--- src/rtl/kyber_ntt_sequencer_if.sv ---
// Handshake and address bus between the NTT sequencer and its controller/datapath.
// Signal names use the sequencer's own view: i_ = into the sequencer, o_ = out of it.
interface kyber_ntt_sequencer_if #(
   parameter int ADDR_W = 8,
   parameter int ZETA_W = 7
);
   logic              i_start;
   logic              i_inverse;
   logic              i_hold;
   logic              o_busy;
   logic              o_done;
   logic              o_rd_en;
   logic [ADDR_W-1:0] o_rd_addr_a;
   logic [ADDR_W-1:0] o_rd_addr_b;
   logic [ZETA_W-1:0] o_zeta_idx;
   logic              o_bf_inv;
   logic [2:0]        o_layer;
   logic              o_wr_en;
   logic [ADDR_W-1:0] o_wr_addr_a;
   logic [ADDR_W-1:0] o_wr_addr_b;

   modport master (
      output i_start, i_inverse, i_hold,
      input  o_busy, o_done, o_rd_en, o_rd_addr_a, o_rd_addr_b, o_zeta_idx,
             o_bf_inv, o_layer, o_wr_en, o_wr_addr_a, o_wr_addr_b
   );

   modport slave (
      input  i_start, i_inverse, i_hold,
      output o_busy, o_done, o_rd_en, o_rd_addr_a, o_rd_addr_b, o_zeta_idx,
             o_bf_inv, o_layer, o_wr_en, o_wr_addr_a, o_wr_addr_b
   );
endinterface

--- src/rtl/kyber_ntt_sequencer.sv ---
// Address/twiddle sequencer for one forward or inverse 256-point Kyber NTT pass:
// 7 layers x 128 butterflies, PIPE_LAT-matched write-back and inter-layer drain gaps.
module kyber_ntt_sequencer #(
   parameter int PIPE_LAT = 6,   // legal range 1..32
   parameter int ADDR_W   = 8,
   parameter int ZETA_W   = 7
) (
   input logic                   clk,
   input logic                   reset,
   kyber_ntt_sequencer_if.slave  bus
);

   typedef enum logic [1:0] {S_IDLE, S_ISSUE, S_DRAIN, S_FINISH} state_t;

   localparam logic [5:0] DRAIN_LAST = 6'(PIPE_LAT - 1);

   state_t            r_state, w_next;
   logic [6:0]        r_cnt;
   logic [2:0]        r_layer;
   logic              r_inv;
   logic [5:0]        r_drain;
   logic [ADDR_W-1:0] r_last_a, r_last_b;
   logic [ZETA_W-1:0] r_last_z;

   logic              w_rd_en, w_busy, w_done, w_drain_end;
   logic [2:0]        w_shift;
   logic [3:0]        w_shift_grp;
   logic [6:0]        w_group;
   logic [ADDR_W-1:0] w_len, w_offset, w_addr_a, w_addr_b;
   logic [7:0]        w_zeta_f, w_zeta_i;
   logic [ZETA_W-1:0] w_zeta;

   logic [PIPE_LAT-1:0] r_dly_en;
   logic [ADDR_W-1:0]   r_dly_a [PIPE_LAT];
   logic [ADDR_W-1:0]   r_dly_b [PIPE_LAT];

   assign w_drain_end = (r_drain == DRAIN_LAST);

   // NOTE: every signal gets a default before the case so no path can infer a latch.
   always_comb begin
      w_next  = r_state;
      w_rd_en = 1'b0;
      w_busy  = 1'b0;
      w_done  = 1'b0;
      case (r_state)
         S_IDLE:   if (bus.i_start) w_next = S_ISSUE;
         S_ISSUE: begin
            w_busy  = 1'b1;
            w_rd_en = ~bus.i_hold;
            if (w_rd_en && r_cnt == 7'd127) w_next = S_DRAIN;
         end
         S_DRAIN: begin
            w_busy = 1'b1;
            if (w_drain_end) w_next = (r_layer == 3'd6) ? S_FINISH : S_ISSUE;
         end
         S_FINISH: begin
            w_done = 1'b1;
            w_next = S_IDLE;
         end
         default:  w_next = S_IDLE;
      endcase
   end

   // NOTE: sequential state uses non-blocking assignments so all registers update together.
   always_ff @(posedge clk or posedge reset) begin
      if (reset) r_state <= S_IDLE;
      else       r_state <= w_next;
   end

   always_ff @(posedge clk or posedge reset) begin
      if (reset) begin
         r_cnt   <= '0;
         r_layer <= '0;
         r_inv   <= 1'b0;
         r_drain <= '0;
      end else if (r_state == S_IDLE && bus.i_start) begin
         r_cnt   <= '0;
         r_layer <= '0;
         r_inv   <= bus.i_inverse;
         r_drain <= '0;
      end else if (w_rd_en) begin
         r_cnt <= r_cnt + 7'd1;
      end else if (r_state == S_DRAIN) begin
         if (w_drain_end) begin
            r_drain <= '0;
            if (r_layer != 3'd6) r_layer <= r_layer + 3'd1;
         end else begin
            r_drain <= r_drain + 6'd1;
         end
      end
   end

   // Butterfly index splits into group (high bits) and offset (low log2(len) bits).
   always_comb begin
      w_shift     = r_inv ? (r_layer + 3'd1) : (3'd7 - r_layer);
      w_shift_grp = {1'b0, w_shift} + 4'd1;
      w_len       = ADDR_W'(1) << w_shift;
      w_group     = r_cnt >> w_shift;
      w_offset    = {1'b0, r_cnt} & (w_len - ADDR_W'(1));
      w_addr_a    = ({1'b0, w_group} << w_shift_grp) | w_offset;
      w_addr_b    = w_addr_a + w_len;
      w_zeta_f    = (8'd1 << r_layer) + {1'b0, w_group};
      w_zeta_i    = (8'd128 >> r_layer) - 8'd1 - {1'b0, w_group};
      w_zeta      = r_inv ? ZETA_W'(w_zeta_i) : ZETA_W'(w_zeta_f);
   end

   // Address outputs hold the last issued butterfly while no read is issued.
   always_ff @(posedge clk or posedge reset) begin
      if (reset) begin
         r_last_a <= '0;
         r_last_b <= '0;
         r_last_z <= '0;
      end else if (w_rd_en) begin
         r_last_a <= w_addr_a;
         r_last_b <= w_addr_b;
         r_last_z <= w_zeta;
      end
   end

   // NOTE: the delay line is reset so in-flight writes are dropped on reset.
   always_ff @(posedge clk or posedge reset) begin
      if (reset) begin
         r_dly_en <= '0;
         for (int i = 0; i < PIPE_LAT; i++) begin
            r_dly_a[i] <= '0;
            r_dly_b[i] <= '0;
         end
      end else begin
         r_dly_en[0] <= w_rd_en;
         r_dly_a[0]  <= w_addr_a;
         r_dly_b[0]  <= w_addr_b;
         for (int i = 1; i < PIPE_LAT; i++) begin
            r_dly_en[i] <= r_dly_en[i-1];
            r_dly_a[i]  <= r_dly_a[i-1];
            r_dly_b[i]  <= r_dly_b[i-1];
         end
      end
   end

   assign bus.o_busy      = w_busy;
   assign bus.o_done      = w_done;
   assign bus.o_rd_en     = w_rd_en;
   assign bus.o_rd_addr_a = w_rd_en ? w_addr_a : r_last_a;
   assign bus.o_rd_addr_b = w_rd_en ? w_addr_b : r_last_b;
   assign bus.o_zeta_idx  = w_rd_en ? w_zeta : r_last_z;
   assign bus.o_bf_inv    = r_inv;
   assign bus.o_layer     = r_layer;
   assign bus.o_wr_en     = r_dly_en[PIPE_LAT-1];
   assign bus.o_wr_addr_a = r_dly_a[PIPE_LAT-1];
   assign bus.o_wr_addr_b = r_dly_b[PIPE_LAT-1];

endmodule

--- src/flat_wrapper.sv ---
// flat-port wrapper written by rule: the top's interface ports become plain ports
module kyber_ntt_sequencer_flat 
#(
   parameter int PIPE_LAT = 6,                       
   parameter int ADDR_W   = 8,
   parameter int ZETA_W   = 7
)
  (clk, reset, bus_i_start, bus_i_inverse, bus_i_hold, bus_o_busy, bus_o_done, bus_o_rd_en, bus_o_rd_addr_a, bus_o_rd_addr_b, bus_o_zeta_idx, bus_o_bf_inv, bus_o_layer, bus_o_wr_en, bus_o_wr_addr_a, bus_o_wr_addr_b);
  kyber_ntt_sequencer_if #(.ADDR_W(ADDR_W), .ZETA_W(ZETA_W)) bus_i ();
  input logic clk;
  input logic reset;
  input wire logic [$bits(bus_i.i_start)-1:0] bus_i_start;
  input wire logic [$bits(bus_i.i_inverse)-1:0] bus_i_inverse;
  input wire logic [$bits(bus_i.i_hold)-1:0] bus_i_hold;
  output wire logic [$bits(bus_i.o_busy)-1:0] bus_o_busy;
  output wire logic [$bits(bus_i.o_done)-1:0] bus_o_done;
  output wire logic [$bits(bus_i.o_rd_en)-1:0] bus_o_rd_en;
  output wire logic [$bits(bus_i.o_rd_addr_a)-1:0] bus_o_rd_addr_a;
  output wire logic [$bits(bus_i.o_rd_addr_b)-1:0] bus_o_rd_addr_b;
  output wire logic [$bits(bus_i.o_zeta_idx)-1:0] bus_o_zeta_idx;
  output wire logic [$bits(bus_i.o_bf_inv)-1:0] bus_o_bf_inv;
  output wire logic [$bits(bus_i.o_layer)-1:0] bus_o_layer;
  output wire logic [$bits(bus_i.o_wr_en)-1:0] bus_o_wr_en;
  output wire logic [$bits(bus_i.o_wr_addr_a)-1:0] bus_o_wr_addr_a;
  output wire logic [$bits(bus_i.o_wr_addr_b)-1:0] bus_o_wr_addr_b;
  assign bus_i.i_start = bus_i_start;
  assign bus_i.i_inverse = bus_i_inverse;
  assign bus_i.i_hold = bus_i_hold;
  assign bus_o_busy = bus_i.o_busy;
  assign bus_o_done = bus_i.o_done;
  assign bus_o_rd_en = bus_i.o_rd_en;
  assign bus_o_rd_addr_a = bus_i.o_rd_addr_a;
  assign bus_o_rd_addr_b = bus_i.o_rd_addr_b;
  assign bus_o_zeta_idx = bus_i.o_zeta_idx;
  assign bus_o_bf_inv = bus_i.o_bf_inv;
  assign bus_o_layer = bus_i.o_layer;
  assign bus_o_wr_en = bus_i.o_wr_en;
  assign bus_o_wr_addr_a = bus_i.o_wr_addr_a;
  assign bus_o_wr_addr_b = bus_i.o_wr_addr_b;
  kyber_ntt_sequencer #(.PIPE_LAT(PIPE_LAT), .ADDR_W(ADDR_W), .ZETA_W(ZETA_W)) u_core (.clk(clk), .reset(reset), .bus(bus_i));
endmodule
--- config.mk ---
export PLATFORM = sky130hd
export DESIGN_NAME = kyber_ntt_sequencer_flat
export DESIGN_NICKNAME = d
export VERILOG_FILES = /design/src/rtl/kyber_ntt_sequencer_if.sv /design/src/rtl/kyber_ntt_sequencer.sv /design/src/flat_wrapper.sv
export SDC_FILE = /design/constraint.sdc
export NUM_CORES = 1
export LEC_CHECK = 0
export ABC_AREA = 1
export CORE_ASPECT_RATIO = 1.5
export CORE_MARGIN = 3
export CORE_UTILIZATION = 62
export DETAILED_ROUTE_END_ITERATION = 12
export PLACE_DENSITY = 0.86
export SKIP_CTS_REPAIR_TIMING = 1
export SKIP_LAST_GASP = 1
export SYNTH_ARGS = -nofsm -noshare
export SYNTH_HDL_FRONTEND = slang
export SYNTH_SLANG_ARGS = --single-unit
--- constraint.sdc ---
create_clock -name clk -period 7.1 [get_ports clk]
set_input_delay 1.065 -clock clk [delete_from_list [all_inputs] [get_ports clk]]
set_output_delay 1.065 -clock clk [all_outputs]
set_load 0.02 [all_outputs]
==> flow_summary.ini <==
[global_route]
grt_overflow = 0
grtUsageMet2_pct = 49.2
grt.total_usage_pct = 28.0
grt_busiest_layer = met2
gr-usage-met3_pct = 5.79
grt_start_max_net_pins = 74
grt_pass1_wl_mm = 23.9
antenna_found_initial = 0
grt_util_met1_pct = 32.5
grt_pass1_vias = 4628

[setup_path]
cpMaxStageDelayCell = dfrtp_1
cp_cell_sequence = ha_1, ha_1, inv_1, nand2_1, o21ai_2, inv_2, ha_1, inv_1, nor2_1, inv_2, o22ai_1, ha_1, a21oi_1, nand2_1, a21oi_1, o21ai_0, xor2_1, nand2_1, nand2_1, clkdlybuf4s50_1
reg2reg_depth = 19
startpoint_type = flop
cpPeakStageDelay_ns = 0.64
critPathBufInv = 5
required_ns = 6.03
worstPathArrival_ns = 5.43
path_max_fanout = 14
endpoint_kind = primary output
ff2ff_setup_slack_ns = 2.61
path_delay_family = compound AO/OA/AOI/OAI gates
worstSetupPathDepth = 20
worstSetupPathType = flop to primary output

[timing]
worstMarginPinSlew_ns = 0.877
finalCriticalPeriod_ns = 6.50
post-route-period-util_pct = 91.5
setup_viol = 0
fin_skew_ns = 0.00941
maxSlewHeadroom_pct = 41.6
max_freq_ghz = 0.154
finalMaxSlewViolations = 0
hold_violations = 0
rsz0062_at_grt = no
tns_ns = 0

[drt]
routed_wl_mm = 14.9
drc = 0
via_per_inst = 5.64
wire_per_inst_um = 18.4
via_count = 4583
drt_iter0_drc = 440
firstDrtPassIters = 8
ant_nets = 0

[die]
die_h_um = 129
initial_core_util_pct = 64.1
die_w_um = 88.2
dieArea_um2 = 11400
core_area_um2 = 9800
ioPinCount = 52
rows = 44

[clocking]
cts_buffers = 17
clkSlewWorstSetupHoldPaths_ns = 0.06
cts_tree = built
clock_path_buffers = 2
cts_max_level = 4
numClockSinks = 144
worstSkewPairLatency_ns = 0.41
cts_root_buffer = clkbuf_16

[place]
portBuffers = 51
gp_congestion = 0.917
hpwl_mm = 9.79

[synthesis]
syn_area_um2 = 6280
synth_nets = 683
synthFlopType = dfrtp_1
syn_inst = 638
async_flop_share_pct = 100
synth_cell_type_count = 44
yosysWarnings = 0
ys_seq_elements = 144
synth_edf_count = 0
synth-seq-area-share_pct = 57.4
avgSynthCellArea_um2 = 9.84

[layout]
syn_to_final_growth_pct = 17.6
fin_nets = 729
diodes = 0
drive_above_1_share_pct = 8.90

[hold_path]
hold_depth = 0
hp-class = flop to flop

[status]
status = finished clean

[run]
maxCapViolations = 0
[sequential cells by signal, indices dropped and copies added, names as in the netlist, 3 cells and up]
register	cells
u_core.bus.o_wr_addr_a	8
u_core.r_dly_a	40
u_core.r_dly_b	40
u_core.r_drain	6
u_core.bus.o_layer	3
u_core.r_last_a	8
u_core.r_cnt	7
u_core.r_last_b	8
u_core.r_dly_en	6
u_core.bus.o_wr_addr_b	8
u_core.r_last_z	7
[cell usage in the layout, fill, tap and decap left out, types with 6 or more instances in the layout]
cell type,n
nand2_2,8
dfrtp_1,144
nor3_1,11
ha_1,37
clkbuf_16,17
nand3_1,38
a21oi_1,28
nand2_1,172
clkdlybuf4s50_1,51
nor2_1,28
xor2_1,7
inv_1,61
o21ai_0,21
o22ai_1,6
[routing by layer]
| layer | up-vias | wire length [um] |
|---|---|---|
| met1 | 2237 | 5690 |
| met5 | - | 0 |
| li1 | 2116 | - |
| met3 | 47 | 741 |
| met4 | 0 | 612 |
| met2 | 183 | 7900 |
[cell usage after synthesis (6+ instances only)]
master	number	area [um2]
nand2_2	8	50.1
buf_4	19	143
inv_1	62	233
a21oi_1	28	140
nand3_1	38	190
xor2_1	7	61.3
o21ai_0	21	105
dfrtp_1	144	3600
nor3_1	11	55.1
ha_1	37	463
nor2_1	29	109
o22ai_1	6	37.5
nand2_1	172	646
[stage by stage]
| stage | cells | area [um2] | hold slack, ns | worst slack [ns] | utilization (%) |
|---|---|---|---|---|---|
| after floorplan | 638 | 6280 | 0.331 | 2.17 | - |
| after global placement | 780 | 6780 | 0.332 | 1.44 | 69.2 |
| after detailed placement | 780 | 6780 | 0.335 | 1.24 | 69.2 |
| after CTS | 812 | 7390 | 0.345 | 0.712 | 75.4 |
| after global routing | 812 | 7390 | 0.345 | 0.235 | 75.4 |
| final | 812 | 7390 | 0.342 | 0.605 | 75.4 |
[final cells by class]
cell class | instances | area [um2]
Clock buffer | 18 | 429
Clock inverter | 14 | 179
Fill cell | 657 | 2410
Inverter | 68 | 263
Multi-Input combinational cell | 397 | 2220
Sequential cell | 144 | 3600
Tap cell | 115 | 144
Timing Repair Buffer | 56 | 548
[worst paths after layout]
kind                                        from                        end
max in group asynchronous                  reset          u_core.r_state[1]
hold / removal                u_core.r_dly_a[41]         u_core.r_dly_a[33]
setup reg to reg           u_core.bus.o_layer[0]         u_core.r_last_b[5]
hold reg to reg               u_core.r_dly_a[41]         u_core.r_dly_a[33]
min in group asynchronous                  reset  u_core.bus.o_wr_addr_a[6]
setup / recovery           u_core.bus.o_layer[0]         bus_o_rd_addr_b[5]
[cell families (layout without fill, tap and decap cells)]
| kind of cell | count (synthesis) | after routing | synth area share, % |
|---|---|---|---|
| and+or+nand+nor | 271 | 271 | 18.5 |
| DFF | 144 | 144 | 57.4 |
| buffers and inverters | 97 | 156 | 7.29 |
| AOI/OAI and AO/OA | 74 | 74 | 6.85 |
| adders and majority gates | 40 | 40 | 8.33 |
| xor gates and xnor gates | 12 | 12 | 1.67 |
Power is not shown: default switching activity piles up to over one toggle a cycle in this logic, so the estimate is an artifact.
